File: src/rtl/dlfloat_pkg.sv
// Shared DLFloat constants and the dot-product scheduler state encoding.
package dlfloat_pkg;

  localparam int DLF_W = 16;
  localparam logic [DLF_W-1:0] DLF_ZERO = 16'h0000;
  localparam logic [DLF_W-1:0] DLF_ONE  = 16'h3E00;

  typedef enum logic [2:0] {
    IDLE,
    CLEAR,
    FEED,
    DRAIN,
    DONE
  } sched_state_t;

endpackage

File: src/rtl/dlf_down_ctr.sv
// Loadable down-counter with zero flag; decrement saturates at zero.
module dlf_down_ctr #(
  parameter int W = 8
) (
  input  logic         clk,
  input  logic         rst,
  input  logic         load_i,
  input  logic [W-1:0] load_val_i,
  input  logic         dec_i,
  output logic [W-1:0] cnt_o,
  output logic         zero_o
);

  logic [W-1:0] cnt_q, cnt_d;

  always_comb begin
    cnt_d = cnt_q;
    if (load_i)                   cnt_d = load_val_i;
    else if (dec_i && cnt_q != '0) cnt_d = cnt_q - W'(1);
  end

  // NOTE: sequential state uses <= so every flop samples pre-edge values.
  always_ff @(posedge clk) begin
    if (rst) cnt_q <= '0;
    else     cnt_q <= cnt_d;
  end

  assign cnt_o  = cnt_q;
  assign zero_o = (cnt_q == '0);

endmodule

File: src/rtl/dlfloat_dot_sched.sv
// Dot-product sequencer feeding the DLFloat MAC and capturing its result.
// Optional FEED stall timeout with err output: define DLF_DOT_TIMEOUT_EN.
module dlfloat_dot_sched
  import dlfloat_pkg::*;
#(
  parameter int LEN_W   = 8,
  parameter int MAC_LAT = 3
`ifdef DLF_DOT_TIMEOUT_EN
  ,
  parameter int TMO_CYC = 255
`endif
) (
  input  logic             clk,
  input  logic             rst,
  input  logic             start,
  input  logic [LEN_W-1:0] len,
  input  logic             in_valid,
  output logic             in_ready,
  input  logic [DLF_W-1:0] in_a,
  input  logic [DLF_W-1:0] in_b,
  output logic [DLF_W-1:0] mac_a,
  output logic [DLF_W-1:0] mac_b,
  output logic             mac_clr,
  input  logic [DLF_W-1:0] mac_c,
  output logic [DLF_W-1:0] res,
  output logic             res_valid,
  input  logic             res_ready,
  output logic             busy
`ifdef DLF_DOT_TIMEOUT_EN
  ,
  output logic             err
`endif
);

  localparam int DRN_W = (MAC_LAT < 1) ? 1 : $clog2(MAC_LAT + 1);

  sched_state_t     state_q, state_d;
  logic [DLF_W-1:0] mac_a_q, mac_a_d, mac_b_q, mac_b_d;
  logic [DLF_W-1:0] res_q, res_d;
  logic             res_valid_q, res_valid_d;
  logic             accept, rem_load, drn_load, drn_dec;
  logic [LEN_W-1:0] rem_cnt;
  logic [DRN_W-1:0] drn_cnt;
  logic             rem_zero, drn_zero;

`ifdef DLF_DOT_TIMEOUT_EN
  localparam int TMO_W = $clog2(TMO_CYC + 1);
  logic [TMO_W-1:0] idle_q, idle_d;
  logic             err_q, err_d;
`endif

  assign in_ready = (state_q == FEED);
  assign mac_clr  = (state_q == CLEAR);
  assign busy     = (state_q != IDLE);
  assign accept   = in_valid && in_ready;

  dlf_down_ctr #(.W(LEN_W)) u_rem_ctr (
    .clk       (clk),
    .rst       (rst),
    .load_i    (rem_load),
    .load_val_i(len),
    .dec_i     (accept),
    .cnt_o     (rem_cnt),
    .zero_o    (rem_zero)
  );

  dlf_down_ctr #(.W(DRN_W)) u_drn_ctr (
    .clk       (clk),
    .rst       (rst),
    .load_i    (drn_load),
    .load_val_i(DRN_W'(MAC_LAT)),
    .dec_i     (drn_dec),
    .cnt_o     (drn_cnt),
    .zero_o    (drn_zero)
  );

  // NOTE: every signal written here gets a default first so no latch is inferred.
  always_comb begin
    state_d     = state_q;
    mac_a_d     = DLF_ZERO;
    mac_b_d     = DLF_ZERO;
    res_d       = res_q;
    res_valid_d = res_valid_q;
    rem_load    = 1'b0;
    drn_load    = 1'b0;
    drn_dec     = 1'b0;
`ifdef DLF_DOT_TIMEOUT_EN
    idle_d      = '0;
    err_d       = err_q;
`endif
    case (state_q)
      IDLE: begin
        if (start) begin
          if (len != '0) begin
            rem_load = 1'b1;
            state_d  = CLEAR;
          end else begin
            res_d       = DLF_ZERO;
            res_valid_d = 1'b1;
            state_d     = DONE;
          end
        end
      end
      CLEAR: state_d = FEED;
      FEED: begin
        if (accept) begin
          mac_a_d = in_a;
          mac_b_d = in_b;
          if (!rem_zero && rem_cnt == LEN_W'(1)) begin
            drn_load = 1'b1;
            state_d  = DRAIN;
          end
        end
`ifdef DLF_DOT_TIMEOUT_EN
        else if (idle_q == TMO_W'(TMO_CYC - 1)) begin
          err_d       = 1'b1;
          res_d       = mac_c;
          res_valid_d = 1'b1;
          state_d     = DONE;
        end else begin
          idle_d = idle_q + TMO_W'(1);
        end
`endif
      end
      DRAIN: begin
        if (drn_zero) begin
          res_d       = mac_c;
          res_valid_d = 1'b1;
          state_d     = DONE;
        end else begin
          drn_dec = 1'b1;
        end
      end
      DONE: begin
        if (res_valid_q && res_ready) begin
          res_valid_d = 1'b0;
          state_d     = IDLE;
`ifdef DLF_DOT_TIMEOUT_EN
          err_d       = 1'b0;
`endif
        end
      end
      default: state_d = IDLE;
    endcase
  end

  // NOTE: reset is synchronous, so it only takes effect on a clock edge.
  always_ff @(posedge clk) begin
    if (rst) begin
      state_q     <= IDLE;
      mac_a_q     <= DLF_ZERO;
      mac_b_q     <= DLF_ZERO;
      res_q       <= DLF_ZERO;
      res_valid_q <= 1'b0;
`ifdef DLF_DOT_TIMEOUT_EN
      idle_q      <= '0;
      err_q       <= 1'b0;
`endif
    end else begin
      state_q     <= state_d;
      mac_a_q     <= mac_a_d;
      mac_b_q     <= mac_b_d;
      res_q       <= res_d;
      res_valid_q <= res_valid_d;
`ifdef DLF_DOT_TIMEOUT_EN
      idle_q      <= idle_d;
      err_q       <= err_d;
`endif
    end
  end

  assign mac_a     = mac_a_q;
  assign mac_b     = mac_b_q;
  assign res       = res_q;
  assign res_valid = res_valid_q;
`ifdef DLF_DOT_TIMEOUT_EN
  assign err       = err_q;
`endif

endmodule

File: config.mk
export PLATFORM = sky130hd
export DESIGN_NAME = dlfloat_dot_sched
export DESIGN_NICKNAME = d
export VERILOG_FILES = /design/src/rtl/dlfloat_pkg.sv /design/src/rtl/dlf_down_ctr.sv /design/src/rtl/dlfloat_dot_sched.sv
export SDC_FILE = /design/constraint.sdc
export NUM_CORES = 1
export LEC_CHECK = 0
export ABC_CLOCK_PERIOD_IN_PS = 5000
export CAP_MARGIN = 20
export CORE_MARGIN = 1.5
export CORE_UTILIZATION = 44
export CTS_CLUSTER_DIAMETER = 40
export DETAILED_ROUTE_END_ITERATION = 7
export MAX_ROUTING_LAYER = met4
export PLACE_DENSITY = 0.85
export SETUP_SLACK_MARGIN = 0.05
export SYNTH_ARGS = -nofsm -noshare
export SYNTH_HDL_FRONTEND = slang
export SYNTH_HIERARCHICAL = 1
export SYNTH_SLANG_ARGS = --single-unit
File: constraint.sdc
create_clock -name clk -period 5 [get_ports clk]
set_clock_uncertainty 0.1 [all_clocks]
set_input_delay 0.75 -clock clk [delete_from_list [all_inputs] [get_ports clk]]
set_output_delay 0.75 -clock clk [all_outputs]
set_load 0.01 [all_outputs]
==> qor.txt <==
Comb pwr share -> 13.3%
# IOs -> 113
critical path type -> input port to register
commonest non-fill, non-tap cell in the layout -> clkdlybuf4s50_1
worst hold path class -> register to register
worst r2r src -> state_q[1]
mean post-synth cell area -> 10.9 µm²
P_leak -> 1.39 nW
Layout area overhead -> 56.5%
Peak VDD IR -> 0.187 mV
Max Fanout on Critical Path -> 11
WL final -> 6050 µm
crit end category -> register
largest cells by area after synthesis -> dfxtp_1, and2_1, a22o_1
vias in the first global route -> 1915
simple logic cell fraction of the synthesized area -> 23.9%
H-tree Lvls -> 3
Clk pwr share -> 39.4%
detailed-route via count -> 2022
multi-input logic area -> 0.00103 mm²
max-slew violations -> 0
router iterations before antenna repair -> 4
vias per cell -> 4.99
post-synthesis xor/xnor area fraction -> 1.47%
cell accounting for the most synthesized area -> dfxtp_1
reg2reg setup slack -> 2.52 ns
initial antenna violation count -> 0
outcome -> finished clean
Clock transition at path regs -> 0.07 ns
Synth Area in Adders -> 1.58%
Post-CTS Resized -> 0
Die ar. -> 0.00585 mm²
GRT overflow -> 0
post-route ant nets -> 0
post-synthesis mux area share -> 0.421%
worst slew pin tran -> 0.866 ns
CP startpoint kind -> input port
post-synthesis compound-gate area fraction -> 15.5%
RSZ-0062 raised after global routing -> no
Hold Vio Cnt, Final -> 0
Storage cell area -> 0.00124 mm²
num rows -> 26
number of flops mapped to enable cells by yosys -> 0
CTS tree -> built
Detailed Place HPWL -> 4470 µm
width of the die -> 76.5 µm
CTS Sinks -> 62
Max Freq -> 365 MHz
Nets -> 394
first-pass GRT wire length -> 9650 µm
clk buf depth -> 2
r2r endpoint -> u_rem_ctr/cnt_o[7]
layout cells sized above 1 -> 9.85%
worst hold path depth -> 1
Synth Instances -> 217
Rel. slew slack -> 42.3%
DR WL/cell -> 14.9 µm
most frequent cells in the layout -> clkdlybuf4s50_1, dfxtp_1, and2_1
asr flop ratio synth -> 0%
Psw -> 0.000270 W
largest family of logic cells by synthesized area -> simple AND/OR/NAND/NOR gates
Clk Tree Root Cell -> clkbuf_8
synthesized area -> 0.00238 mm²
post-synthesis cell type count -> 53
switching part of the total power -> 24.3%
CTS Buf Count -> 9
Seq/Total Area, Yosys -> 52.2%
Initial Util -> 45.9%
die height -> 76.5 µm
Core Area -> 0.00517 mm²
buffers added on ports -> 112
# hold bufs at CTS -> 0
crit path DAT -> 2.88 ns
GRT Util Overall -> 21.9%
fillers -> 369
max cap viols -> 0
Tcrit/Tclk final -> 54.7%
Synth top area share -> 52.2%
fin area -> 0.00372 mm²
DRC Markers -> 0
Main synth FF type -> dfxtp_1
diode count -> 0
WHS Endpoint -> res[10]
placed cell count -> 389
Critical Path RT -> 5.15 ns
share of power burned in registers -> 47.3%
clock latency on the worst-skew pair -> 0.33 ns
Power Internal -> 0.000840 W
Syn. warnings -> 6
Placed Instance Area -> 0.00352 mm²
Power Dens Cells -> 299 mW/mm²
GP Congestion -> 0.812
worst r2r path cells -> 6
synthesized flop and latch total -> 62
setup tns final -> 0 ns
DR iter-0 viols -> 62
Worst Hold Launch -> res[10]
Final Non-Filler Cells -> 405
# setup viols final -> 0
minimum clock period -> 2.74 ns
largest net degree at the start of global routing -> 33
Post-CTS Setup Bufs -> 0
## synth_stat cells, types with 2 or more instances
cell,number
dfxtp_1,62
and2_1,33
a22o_1,16
inv_1,10
nor2_1,10
a21oi_1,8
nand2_1,5
clkbuf_2,4
nor3b_1,4
o21ai_0,4
xnor2_1,4
a31oi_1,3
ha_1,3
a211oi_2,2
a311oi_1,2
buf_4,2
buf_6,2
nand4b_1,2
nand4bb_1,2
nor4b_1,2
o211ai_1,2
or3_2,2
or4_1,2
or4_2,2
## layout make-up
class	instances	share of cell area (%)
well taps	70	2.36
clock inverters	6	1.65
inverters	11	1.11
repair buffers	112	30.2
flip-flops and latches	62	33.4
clock buffers	10	3.70
multi-input cells	134	27.6
## power groups by stage
stage / clock network (W) / registers, W / logic (W)
final: 0.000437 / 0.000525 / 0.000148
after global routing: 0.000466 / 0.000527 / 0.000161
after global placement: 0 / 0.000535 / 0.000143
after floorplan: 0 / 0.000532 / 0.0000716
after detailed placement: 0 / 0.000536 / 0.000147
after CTS: 0.000445 / 0.000525 / 0.000148
## worst max path at each step
stage	start	endpoint	slack, ns	depth (start not counted)
2_1_floorplan	len[1]	u_rem_ctr/cnt_o[2]	2.60	6
3_3_place_gp	len[1]	u_rem_ctr/cnt_o[1]	2.00	6
3_5_place_dp	len[1]	u_rem_ctr/cnt_o[1]	1.92	6
4_1_cts	len[1]	u_rem_ctr/cnt_o[1]	2.27	6
5_1_grt	len[1]	u_rem_ctr/cnt_o[1]	2.15	6
6_report	len[1]	u_rem_ctr/cnt_o[1]	2.26	6
## state kept, by name, indices dropped and copies added, names as in the netlist
signal           flops
mac_a               16
mac_b               16
res                 16
u_rem_ctr/cnt_o      8
state_q              3
u_drn_ctr/cnt_o      2
res_valid            1
## cell families after synthesis
family | Yosys count
other | 1
xor gates and xnor gates | 4
and+or+nand+nor | 80
muxes | 1
buffers and inverters | 22
AOI/OAI and AO/OA | 44
adders and majority gates | 3
DFF | 62
## worst max-delay path, stage by stage
cell and delay [ns]:
clkdlybuf4s50_1 0.44, nor4_2 0.53, a21bo_2 0.23, inv_1 0.13, or4_2 0.70, o211ai_1 0.10
## stage by stage
step	power, W	hold WS, ns	setup WS (ns)	utilization [%]
4_1_cts	0.00112	0.386	2.27	71.9
5_1_grt	0.00115	0.401	2.15	71.9
3_5_place_dp	0.000683	0.366	1.92	68.0
6_report	0.00111	0.383	2.26	71.9
2_1_floorplan	0.000604	0.392	2.60	-
3_3_place_gp	0.000678	0.360	2.00	68.0
## layer usage
layer / vias to the layer above / wire (µm) / track usage [%]
met5: - / 0 / -
met4: 0 / 150 / 9.81
met3: 14 / 310 / 6.11
met2: 85 / 2860 / 34.9
met1: 934 / 2720 / 25.8
li1: 989 / - / -
Power figures use the tool's default switching activity.
==> variant: new RTL, config.mk and constraints unchanged <==
Encoding of `sched_state_t`: now one-hot (5 bits for 5 states).
--- a/src/rtl/dlfloat_pkg.sv
+++ b/src/rtl/dlfloat_pkg.sv
@@ -6,10 +6,10 @@
   localparam logic [DLF_W-1:0] DLF_ONE  = 16'h3E00;
 
-  typedef enum logic [2:0] {
-    IDLE,
-    CLEAR,
-    FEED,
-    DRAIN,
-    DONE
+  typedef enum logic [4:0] {
+    IDLE  = 5'b00001,
+    CLEAR = 5'b00010,
+    FEED  = 5'b00100,
+    DRAIN = 5'b01000,
+    DONE  = 5'b10000
   } sched_state_t;
 
Check against the original RTL: no difference found for any inputs over 10 cycles, from zero or initial values and one cycle with rst high; not proved beyond that.
==> variant against the unedited design <==
Setup slack worse by 0.44 ns; clock power down 14%; wire length down 0.13%; design area up 6.3%; synthesized area up 11%; sequential cell count up 2; total power down 7.1%; sequential power up 1%; highest routed layer unchanged.
==> variant: results (changes against the unedited design) <==
run_status:
  outcome: "completed"  # unchanged
critical_path:
  worst_path_largest_cell_delay_ns: 0.88  # was 0.70 ns
  crit_start: "state_q[4]"  # was len[1]
  worst-path-max-fanout: 12  # was 11
  timing.rr.start: "state_q[4]"  # was state_q[1]
detailed_routing:
  route.met2.wl_mm: 2.896  # was 2.862 mm
  first_pass_iters: 5  # was 4
  wl_met3_um: 492  # was 310 um
  drt-vias-per-instance: 4.838  # was 4.993
  drtIter0Drc: 157  # was 62
  wl_mm: 6.038  # was 6.046 mm
  met1_length_mm: 2.545  # was 2.721 mm
final_layout:
  nets: 443  # was 394
  drive_gt1_share_pct: 8.073  # was 9.851%
placed_design:
  place.gp.congestion: 0.8736  # was 0.8117
hold_path:
  worstHoldStart: "res[0]"  # was res[10]
global_routing:
  track_usage_pct: 20.35  # was 21.91%
  grt_use_met1_pct: 22.77  # was 25.76%
  gr-usage-met3_pct: 6.477  # was 6.108%
sta:
  worst_pin_slew_ns: 1.086  # was 0.8656 ns
pwr:
  p_sw_share_pct: 23.67  # was 24.34%
  leakagePower_nw: 1.409  # was 1.391 nW
  clock_power_share_pct: 36.5  # was 39.4%
  comb-power_mw: 0.123  # was 0.148 mW
yosys:
  ys_top_cells_by_count: "dfxtp_1, and2_1, nand2_1, mux2i_1, nand2b_1"  # was dfxtp_1, and2_1, a22o_1, inv_1, nor2_1
  synth_area_leaders: "dfxtp_1, and2_1, mux2i_1"  # was dfxtp_1, and2_1, a22o_1
==> variant: metrics by stage <==
| stage | power [mW] | area, um2 | hold slack, ns | cells |
|---|---|---|---|---|
| after floorplan | 0.5988 | 2634 | 0.3790 | 265 |
| final | 1.031 | 3953 | 0.3663 | 456 |
| after global routing | 1.078 | 3953 | 0.4017 | 456 |
| after detailed placement | 0.6657 | 3775 | 0.3577 | 439 |
| after global placement | 0.6616 | 3775 | 0.3439 | 439 |
| after CTS | 1.042 | 3941 | 0.3657 | 455 |
==> variant: layout make-up <==
| class | count | area [um2] | share of cell area (%) |
|---|---|---|---|
| Timing Repair Buffer | 114 | 1140 | 28.84 |
| Clock buffer | 13 | 148.9 | 3.767 |
| Sequential cell | 64 | 1281 | 32.42 |
| Tap cell | 72 | 90.09 | 2.279 |
| Multi-Input combinational cell | 176 | 1222 | 30.93 |
| Inverter | 14 | 52.55 | 1.330 |
| Clock inverter | 3 | 17.52 | 0.4432 |
==> variant: path summary, 6_finish.rpt <==
path / cells past startpoint / slack, ns / end
worst max register to register: 7 / 1.83 / u_rem_ctr/cnt_o[1]
worst min-delay path: 2 / 0.37 / res[0]
worst max-delay path: 7 / 1.83 / u_rem_ctr/cnt_o[1]
worst min register to register: 2 / 0.37 / res[0]
==> variant: kinds of logic after synthesis <==
| kind of cell | count (synthesis) | synth area share (%) |
|---|---|---|
| buffers and inverters | 25 | 4.947 |
| XOR/XNOR | 5 | 1.665 |
| AND/OR/NAND/NOR | 120 | 28.07 |
| flip-flops | 64 | 48.72 |
| multiplexers | 17 | 6.470 |
| adder cells (fa/ha/maj) | 3 | 1.427 |
| other | 1 | 0.1426 |
| AO/OA/AOI/OAI | 29 | 8.563 |
